`src/rtl/mem_access_unit_pkg.sv`:
```
// ============================================================================
// Module   : mem_access_pkg
// Purpose  : Shared size codes, FSM state encodings and helpers for mem_access_unit.
// Revision : 1.0 - initial release
// ============================================================================
`default_nettype none

package mem_access_pkg;

    typedef logic [1:0] size_t;

    localparam size_t SIZE_BYTE = 2'd0;
    localparam size_t SIZE_HALF = 2'd1;
    localparam size_t SIZE_RSVD = 2'd2;
    localparam size_t SIZE_WORD = 2'd3;

    typedef logic [2:0] state_t;

    localparam state_t IDLE = 3'd0;
    localparam state_t RD0  = 3'd1;
    localparam state_t RD1  = 3'd2;
    localparam state_t WR   = 3'd3;
    localparam state_t RESP = 3'd4;

    // The reserved code reports zero bytes; it is rejected before it matters.
    function automatic logic [2:0] bytes_of(input size_t size);
        case (size)
            SIZE_BYTE: bytes_of = 3'd1;
            SIZE_HALF: bytes_of = 3'd2;
            SIZE_WORD: bytes_of = 3'd4;
            default:   bytes_of = 3'd0;
        endcase
    endfunction

endpackage

`default_nettype wire

```
`src/rtl/mem_access_unit_if.sv`:
```
// ============================================================================
// Module   : mem_req_if / mem_port_if
// Purpose  : Requester-side handshake bundle and data-memory port bundle.
// Revision : 1.0 - initial release
// ============================================================================
`default_nettype none

interface mem_req_if;
    logic        req_valid;
    logic        req_ready;
    logic        req_we;
    logic [1:0]  req_size;
    logic        req_signed;
    logic [31:0] req_addr;
    logic [31:0] req_wdata;
    logic        resp_valid;
    logic [31:0] resp_data;
    logic        resp_err;

    modport master (
        output req_valid, req_we, req_size, req_signed, req_addr, req_wdata,
        input  req_ready, resp_valid, resp_data, resp_err
    );

    modport slave (
        input  req_valid, req_we, req_size, req_signed, req_addr, req_wdata,
        output req_ready, resp_valid, resp_data, resp_err
    );
endinterface

interface mem_port_if;
    logic [31:0] mem_addr;
    logic [31:0] mem_wdata;
    logic [1:0]  mem_size;
    logic        mem_we;
    logic        mem_re;
    logic [31:0] mem_rdata;

    modport master (
        output mem_addr, mem_wdata, mem_size, mem_we, mem_re,
        input  mem_rdata
    );

    modport slave (
        input  mem_addr, mem_wdata, mem_size, mem_we, mem_re,
        output mem_rdata
    );
endinterface

`default_nettype wire

```
`src/rtl/mem_access_unit_load_align_extend.sv`:
```
// ============================================================================
// Module   : load_align_extend
// Purpose  : Merges two aligned words, shifts the addressed lanes down and extends.
// Revision : 1.0 - initial release
// ============================================================================
`default_nettype none

module load_align_extend
    import mem_access_pkg::*;
(
    input  logic [31:0] buf0,
    input  logic [31:0] buf1,
    input  logic [1:0]  offset,
    input  size_t       size,
    input  logic        is_signed,
    output logic [31:0] result
);

    logic [31:0] w_raw;

    always_comb begin
        w_raw = 32'({buf1, buf0} >> {offset, 3'b000});
        case (size)
            SIZE_BYTE: result = {{24{is_signed & w_raw[7]}},  w_raw[7:0]};
            SIZE_HALF: result = {{16{is_signed & w_raw[15]}}, w_raw[15:0]};
            default:   result = w_raw;
        endcase
    end

endmodule

`default_nettype wire

```
`src/rtl/mem_access_unit.sv`:
```
// ============================================================================
// Module   : mem_access_unit
// Purpose  : Single-outstanding load/store initiator with split crossing loads.
// Revision : 1.0 - initial release
// ============================================================================
`default_nettype none

module mem_access_unit
    import mem_access_pkg::*;
#(
    parameter logic [15:0] MEM_ADDR = 16'h1000
)
(
    input  logic          clock,
    input  logic          reset,
    mem_req_if.slave      req,
    mem_port_if.master    mem
);

    state_t      r_state;
    size_t       r_size;
    logic        r_signed;
    logic [31:0] r_addr;
    logic [31:0] r_buf0;
    logic [31:0] r_buf1;

    logic [2:0]  w_bytes;
    logic        w_crossing;
    logic        w_err;
    logic        r_crossing;
    logic [31:0] w_buf0;
    logic [31:0] w_buf1;
    logic [31:0] w_load_result;

    assign req.req_ready = (r_state == IDLE);

    // Accept-time decode; the second-word window test reduces to the word
    // index being the last one of the 64 KiB window.
    always_comb begin
        w_bytes    = bytes_of(req.req_size);
        w_crossing = ({1'b0, req.req_addr[1:0]} + w_bytes) > 3'd4;
        w_err      = 1'b0;
        if (req.req_size == SIZE_RSVD)
            w_err = 1'b1;
        else if (req.req_addr[31:16] != MEM_ADDR)
            w_err = 1'b1;
        else if (req.req_we && (((req.req_size == SIZE_HALF) && req.req_addr[0]) ||
                                ((req.req_size == SIZE_WORD) && (req.req_addr[1:0] != 2'b00))))
            w_err = 1'b1;
        else if (!req.req_we && w_crossing && (&req.req_addr[15:2]))
            w_err = 1'b1;
    end

    assign r_crossing = ({1'b0, r_addr[1:0]} + bytes_of(r_size)) > 3'd4;

    // Feed the word being read this cycle straight into the merge so the
    // response registers in the same edge that captures the last word.
    assign w_buf0 = (r_state == RD0) ? mem.mem_rdata : r_buf0;
    assign w_buf1 = (r_state == RD1) ? mem.mem_rdata : r_buf1;

    load_align_extend u_align (
        .buf0      (w_buf0),
        .buf1      (w_buf1),
        .offset    (r_addr[1:0]),
        .size      (r_size),
        .is_signed (r_signed),
        .result    (w_load_result)
    );

    always_ff @(posedge clock) begin
        if (reset) begin
            r_state        <= IDLE;
            r_size         <= SIZE_BYTE;
            r_signed       <= 1'b0;
            r_addr         <= '0;
            r_buf0         <= '0;
            r_buf1         <= '0;
            req.resp_valid <= 1'b0;
            req.resp_data  <= '0;
            req.resp_err   <= 1'b0;
            mem.mem_addr   <= '0;
            mem.mem_wdata  <= '0;
            mem.mem_size   <= SIZE_BYTE;
            mem.mem_we     <= 1'b0;
            mem.mem_re     <= 1'b0;
        end else begin
            case (r_state)
                IDLE: begin
                    if (req.req_valid) begin
                        r_size   <= req.req_size;
                        r_signed <= req.req_signed;
                        r_addr   <= req.req_addr;
                        if (w_err) begin
                            r_state        <= RESP;
                            req.resp_valid <= 1'b1;
                            req.resp_err   <= 1'b1;
                            req.resp_data  <= '0;
                        end else if (req.req_we) begin
                            r_state       <= WR;
                            mem.mem_we    <= 1'b1;
                            mem.mem_addr  <= req.req_addr;
                            mem.mem_size  <= req.req_size;
                            mem.mem_wdata <= req.req_wdata;
                        end else begin
                            r_state      <= RD0;
                            mem.mem_re   <= 1'b1;
                            mem.mem_addr <= {req.req_addr[31:2], 2'b00};
                            mem.mem_size <= SIZE_WORD;
                        end
                    end
                end
                RD0: begin
                    r_buf0 <= mem.mem_rdata;
                    if (r_crossing) begin
                        r_state      <= RD1;
                        mem.mem_addr <= {r_addr[31:2], 2'b00} + 32'd4;
                    end else begin
                        r_state        <= RESP;
                        mem.mem_re     <= 1'b0;
                        req.resp_valid <= 1'b1;
                        req.resp_err   <= 1'b0;
                        req.resp_data  <= w_load_result;
                    end
                end
                RD1: begin
                    r_buf1         <= mem.mem_rdata;
                    r_state        <= RESP;
                    mem.mem_re     <= 1'b0;
                    req.resp_valid <= 1'b1;
                    req.resp_err   <= 1'b0;
                    req.resp_data  <= w_load_result;
                end
                WR: begin
                    r_state        <= RESP;
                    mem.mem_we     <= 1'b0;
                    req.resp_valid <= 1'b1;
                    req.resp_err   <= 1'b0;
                    req.resp_data  <= '0;
                end
                RESP: begin
                    r_state        <= IDLE;
                    req.resp_valid <= 1'b0;
                    req.resp_err   <= 1'b0;
                    req.resp_data  <= '0;
                end
                default: begin
                    r_state <= IDLE;
                end
            endcase
        end
    end

endmodule

`default_nettype wire

```
`src/flat_wrapper.sv`:
```
// flat-port wrapper written by rule: the top's interface ports become plain ports
module mem_access_unit_flat import mem_access_pkg::*;
#(
    parameter logic [15:0] MEM_ADDR = 16'h1000
)
  (clock, reset, req_req_valid, req_req_we, req_req_size, req_req_signed, req_req_addr, req_req_wdata, req_req_ready, req_resp_valid, req_resp_data, req_resp_err, mem_mem_addr, mem_mem_wdata, mem_mem_size, mem_mem_we, mem_mem_re, mem_mem_rdata);
  mem_req_if req_i ();
  mem_port_if mem_i ();
  input  logic clock;
  input  logic reset;
  input wire logic [$bits(req_i.req_valid)-1:0] req_req_valid;
  input wire logic [$bits(req_i.req_we)-1:0] req_req_we;
  input wire logic [$bits(req_i.req_size)-1:0] req_req_size;
  input wire logic [$bits(req_i.req_signed)-1:0] req_req_signed;
  input wire logic [$bits(req_i.req_addr)-1:0] req_req_addr;
  input wire logic [$bits(req_i.req_wdata)-1:0] req_req_wdata;
  output wire logic [$bits(req_i.req_ready)-1:0] req_req_ready;
  output wire logic [$bits(req_i.resp_valid)-1:0] req_resp_valid;
  output wire logic [$bits(req_i.resp_data)-1:0] req_resp_data;
  output wire logic [$bits(req_i.resp_err)-1:0] req_resp_err;
  output wire logic [$bits(mem_i.mem_addr)-1:0] mem_mem_addr;
  output wire logic [$bits(mem_i.mem_wdata)-1:0] mem_mem_wdata;
  output wire logic [$bits(mem_i.mem_size)-1:0] mem_mem_size;
  output wire logic [$bits(mem_i.mem_we)-1:0] mem_mem_we;
  output wire logic [$bits(mem_i.mem_re)-1:0] mem_mem_re;
  input wire logic [$bits(mem_i.mem_rdata)-1:0] mem_mem_rdata;
  assign req_i.req_valid = req_req_valid;
  assign req_i.req_we = req_req_we;
  assign req_i.req_size = req_req_size;
  assign req_i.req_signed = req_req_signed;
  assign req_i.req_addr = req_req_addr;
  assign req_i.req_wdata = req_req_wdata;
  assign req_req_ready = req_i.req_ready;
  assign req_resp_valid = req_i.resp_valid;
  assign req_resp_data = req_i.resp_data;
  assign req_resp_err = req_i.resp_err;
  assign mem_mem_addr = mem_i.mem_addr;
  assign mem_mem_wdata = mem_i.mem_wdata;
  assign mem_mem_size = mem_i.mem_size;
  assign mem_mem_we = mem_i.mem_we;
  assign mem_mem_re = mem_i.mem_re;
  assign mem_i.mem_rdata = mem_mem_rdata;
  mem_access_unit #(.MEM_ADDR(MEM_ADDR)) u_core (.clock(clock), .reset(reset), .req(req_i), .mem(mem_i));
endmodule
```
`config.mk`:
```
export PLATFORM = sky130hd
export DESIGN_NAME = mem_access_unit_flat
export DESIGN_NICKNAME = d
export VERILOG_FILES = /design/src/rtl/mem_access_unit_pkg.sv /design/src/rtl/mem_access_unit_if.sv /design/src/rtl/mem_access_unit_load_align_extend.sv /design/src/rtl/mem_access_unit.sv /design/src/flat_wrapper.sv
export SDC_FILE = /design/constraint.sdc
export NUM_CORES = 1
export LEC_CHECK = 0
export BUFFER_PORTS_ARGS = -buffer_cell sky130_fd_sc_hd__buf_4
export CAP_MARGIN = 20
export CORE_MARGIN = 5
export CORE_UTILIZATION = 55
export CTS_CLUSTER_SIZE = 12
export DETAILED_ROUTE_END_ITERATION = 16
export GPL_TIMING_DRIVEN = 0
export HOLD_SLACK_MARGIN = 0.15
export PLACE_DENSITY = 0.81
export SLEW_MARGIN = 20
export SYNTH_ARGS = -nofsm -noshare
export SYNTH_HDL_FRONTEND = slang
export SYNTH_SLANG_ARGS = --single-unit
export TNS_END_PERCENT = 10
```
`constraint.sdc`:
```
create_clock -name clock -period 9.1 [get_ports clock]
set_clock_uncertainty 0.1 [all_clocks]
set_input_delay 1.82 -clock clock [delete_from_list [all_inputs] [get_ports clock]]
set_output_delay 1.82 -clock clock [all_outputs]
set_load 0.02 [all_outputs]
```
==> results.json <==
{
  "r2r_slack_ns": 4.86,
  "overflow": 0,
  "ys_ff_latch": 196,
  "antenna_found_initial": 0,
  "firstDrtPassIters": 6,
  "grt_pass1_wl_mm": 45.1,
  "wl_per_cell_um": 19.4,
  "yosys_warnings": 0,
  "cts_setup_buffers": 0,
  "min_from": "u_core.mem.mem_addr[17]",
  "async_reset_ff_share_pct": 0,
  "end_kind": "flip-flop",
  "cts_tree": "done",
  "power_density_mw_per_mm2": 158,
  "hpwl_mm": 21.7,
  "critPathArrivalTime_ns": 4.77,
  "crit_required_ns": 9.33,
  "r2r_cells": 9,
  "period_share_pct": 49.9,
  "cts_buffer_depth": 2,
  "status": "complete, no violations",
  "synth_top_flop_cell": "dfxtp_1",
  "vias": 8859,
  "critical_path_class": "in2reg",
  "num_antenna_cells": 0,
  "syn_inst": 1013,
  "clk_latency_ns": 0.44,
  "netlist_area_mm2": 0.00913,
  "grt_max_degree": 19,
  "totalPowerFinal_uw": 1830,
  "fmax_mhz": 220,
  "slew_headroom_pct": 37.6,
  "hold_depth": 2,
  "drt-total-wl_mm": 28.6,
  "ctsHoldBuffers": 0,
  "die_area_mm2": 0.0193,
  "hold_end": "u_core.mem.mem_addr[17]",
  "final_cell_mix": "208 x buf_4, 196 x dfxtp_1, 138 x mux2i_1, 130 x nand2_1, 108 x nor2_1",
  "ant_nets": 0,
  "cts_inserted_buffers": 17,
  "ys_seq_area_share_pct": 43.0,
  "drcViolationCount": 0,
  "avgSynthCellArea_um2": 9.01,
  "p_leak_uw": 0.00448,
  "critPathLaunchType": "input pin",
  "hp-class": "reg2reg",
  "fin_nets": 1345,
  "port_buffers": 205,
  "htree_levels": 4,
  "synthSimpleGateAreaFrac_pct": 17.3,
  "clk_pin_slew_ns": 0.07,
  "core_mm2": 0.0164,
  "final-setup-viol-count": 0,
  "routed_via_density": 6.03,
  "maxCapViolCount": 0,
  "drv_slew": 0,
  "synth.mux.area_fraction_pct": 16.0,
  "grt_pass1_vias": 8564,
  "ys_types": 61,
  "timing.setup.tns_ns": 0,
  "finish.utilization_pct": 70.4,
  "die_h_um": 139,
  "synth-xor-area-share_pct": 1.82,
  "tightest_slew_ns": 0.929,
  "irDropWorstVdd_mv": 0.145,
  "ctsRootBufferMaster": "clkbuf_16",
  "synth_edf_count": 0,
  "die_x_um": 139,
  "r2r_start": "u_core.r_addr[1]",
  "drt-initial-drc-count": 788,
  "rsz0062_at_grt": "false",
  "placed_area_mm2": 0.0109,
  "ios": 206,
  "clkSinkCount": 196,
  "layout_min_cycle_time_ns": 4.54,
  "drive_gt1_share_pct": 22.7,
  "grt_usage_pct": 28.7,
  "cp_max_fo": 10,
  "fillers": 1316,
  "stdcell_area_mm2": 0.0116,
  "rows": 47,
  "layout_commonest_cell": "buf_4",
  "gp_congestion": 0.981,
  "initial_core_util_pct": 55.6,
  "synth_fa_ha_area_share_pct": 0.850,
  "synth_compound_area_share_pct": 16.8,
  "rr_endpoint": "u_core.mem.mem_addr[28]",
  "postCtsResizedCells": 0,
  "syn2layout_area_growth_pct": 26.6,
  "synth_top_family_by_area": "simple AND/OR/NAND/NOR gates",
  "hold_violations": 0,
  "syn_nets": 1121,
  "hold_ws_ns": 0.362
}
[metal layers]
layer / GRT usage (%) / vias to the layer above / wire, um
li1: - / 4110 / -
met1: 35.1 / 4217 / 11300
met2: 49.3 / 456 / 13900
met3: 5.69 / 76 / 2290
met4: 12.0 / 0 / 1030
met5: 0 / - / 0
[state kept, by name, indices dropped and copies added, names as in the netlist, 2 cells and up]
signal,cells
u_core.mem.mem_addr,32
u_core.mem.mem_size,2
u_core.mem.mem_wdata,32
u_core.r_addr,32
u_core.r_buf0,32
u_core.r_buf1,24
u_core.r_size,2
u_core.r_state,3
u_core.req.resp_data,32
[synthesized netlist by cell type (all sizes together) (17+ instances only)]
| cell | count | area, um^2 |
|---|---|---|
| a21oi | 49 | 245 |
| buf | 23 | 121 |
| clkbuf | 51 | 191 |
| dfxtp | 196 | 3920 |
| inv | 19 | 71.3 |
| mux2i | 138 | 1380 |
| nand2 | 130 | 488 |
| nand3 | 22 | 110 |
| nand4 | 17 | 106 |
| nor2 | 108 | 405 |
| nor3 | 18 | 90.1 |
| o21ai | 26 | 130 |
| o2bb2ai | 32 | 343 |
[cell type report]
type | count | area [um^2] | area share, %
multi-input combinational | 724 | 4820 | 41.7
clock inverter | 14 | 191 | 1.66
tap | 220 | 275 | 2.38
sequential | 196 | 3920 | 33.9
inverter | 19 | 71.3 | 0.617
clock buffer | 17 | 425 | 3.68
buffer | 74 | 313 | 2.71
timing repair buffer | 205 | 1540 | 13.3
[logic make-up (layout without fill, tap and decap cells)]
group | after synthesis | after routing
AO/OA/AOI/OAI | 207 | 207
XOR/XNOR | 19 | 19
adder cells (fa/ha/maj) | 5 | 5
buffers and inverters | 93 | 329
flip-flops | 196 | 196
multiplexers | 144 | 144
AND/OR/NAND/NOR | 349 | 349
[worst max-delay path, cell delays in order]
cell and delay [ns]:
buf_4 0.14, nor2_1 0.09, ha_1 0.14, inv_1 0.05, fa_1 0.42, nor2b_1 0.15, nor4_1 0.67, a211oi_1 0.36
o21ai_1 0.31, buf_4 0.26, mux2_2 0.35
[worst max path at each step]
stage | end | start | cells after the start | slack (ns)
after CTS | u_core.mem.mem_addr[15] | req_req_size[0] | 11 | 4.64
after detailed placement | u_core.mem.mem_addr[13] | req_req_size[0] | 11 | 4.18
after global placement | u_core.mem.mem_addr[15] | req_req_size[1] | 11 | 4.26
after global routing | u_core.mem.mem_addr[13] | req_req_size[0] | 11 | 4.43
after floorplan | u_core.mem.mem_addr[13] | req_req_size[1] | 10 | 4.68
final | u_core.mem.mem_addr[15] | req_req_size[0] | 11 | 4.56
[through the flow]
step	setup slack (ns)	std cells
2_1_floorplan	4.68	1013
3_3_place_gp	4.26	1438
3_5_place_dp	4.18	1438
4_1_cts	4.64	1469
5_1_grt	4.43	1469
6_report	4.56	1469
[where the power goes]
group / leakage [uW] / internal (uW) / switching, uW
Sequential: 0.00158 / 868 / 12.3
Clock: 0.000297 / 441 / 354
Combinational: 0.00260 / 63.0 / 92.8
Total: 0.00448 / 1370 / 459
Note: power is estimated with default switching activity, not from simulation.
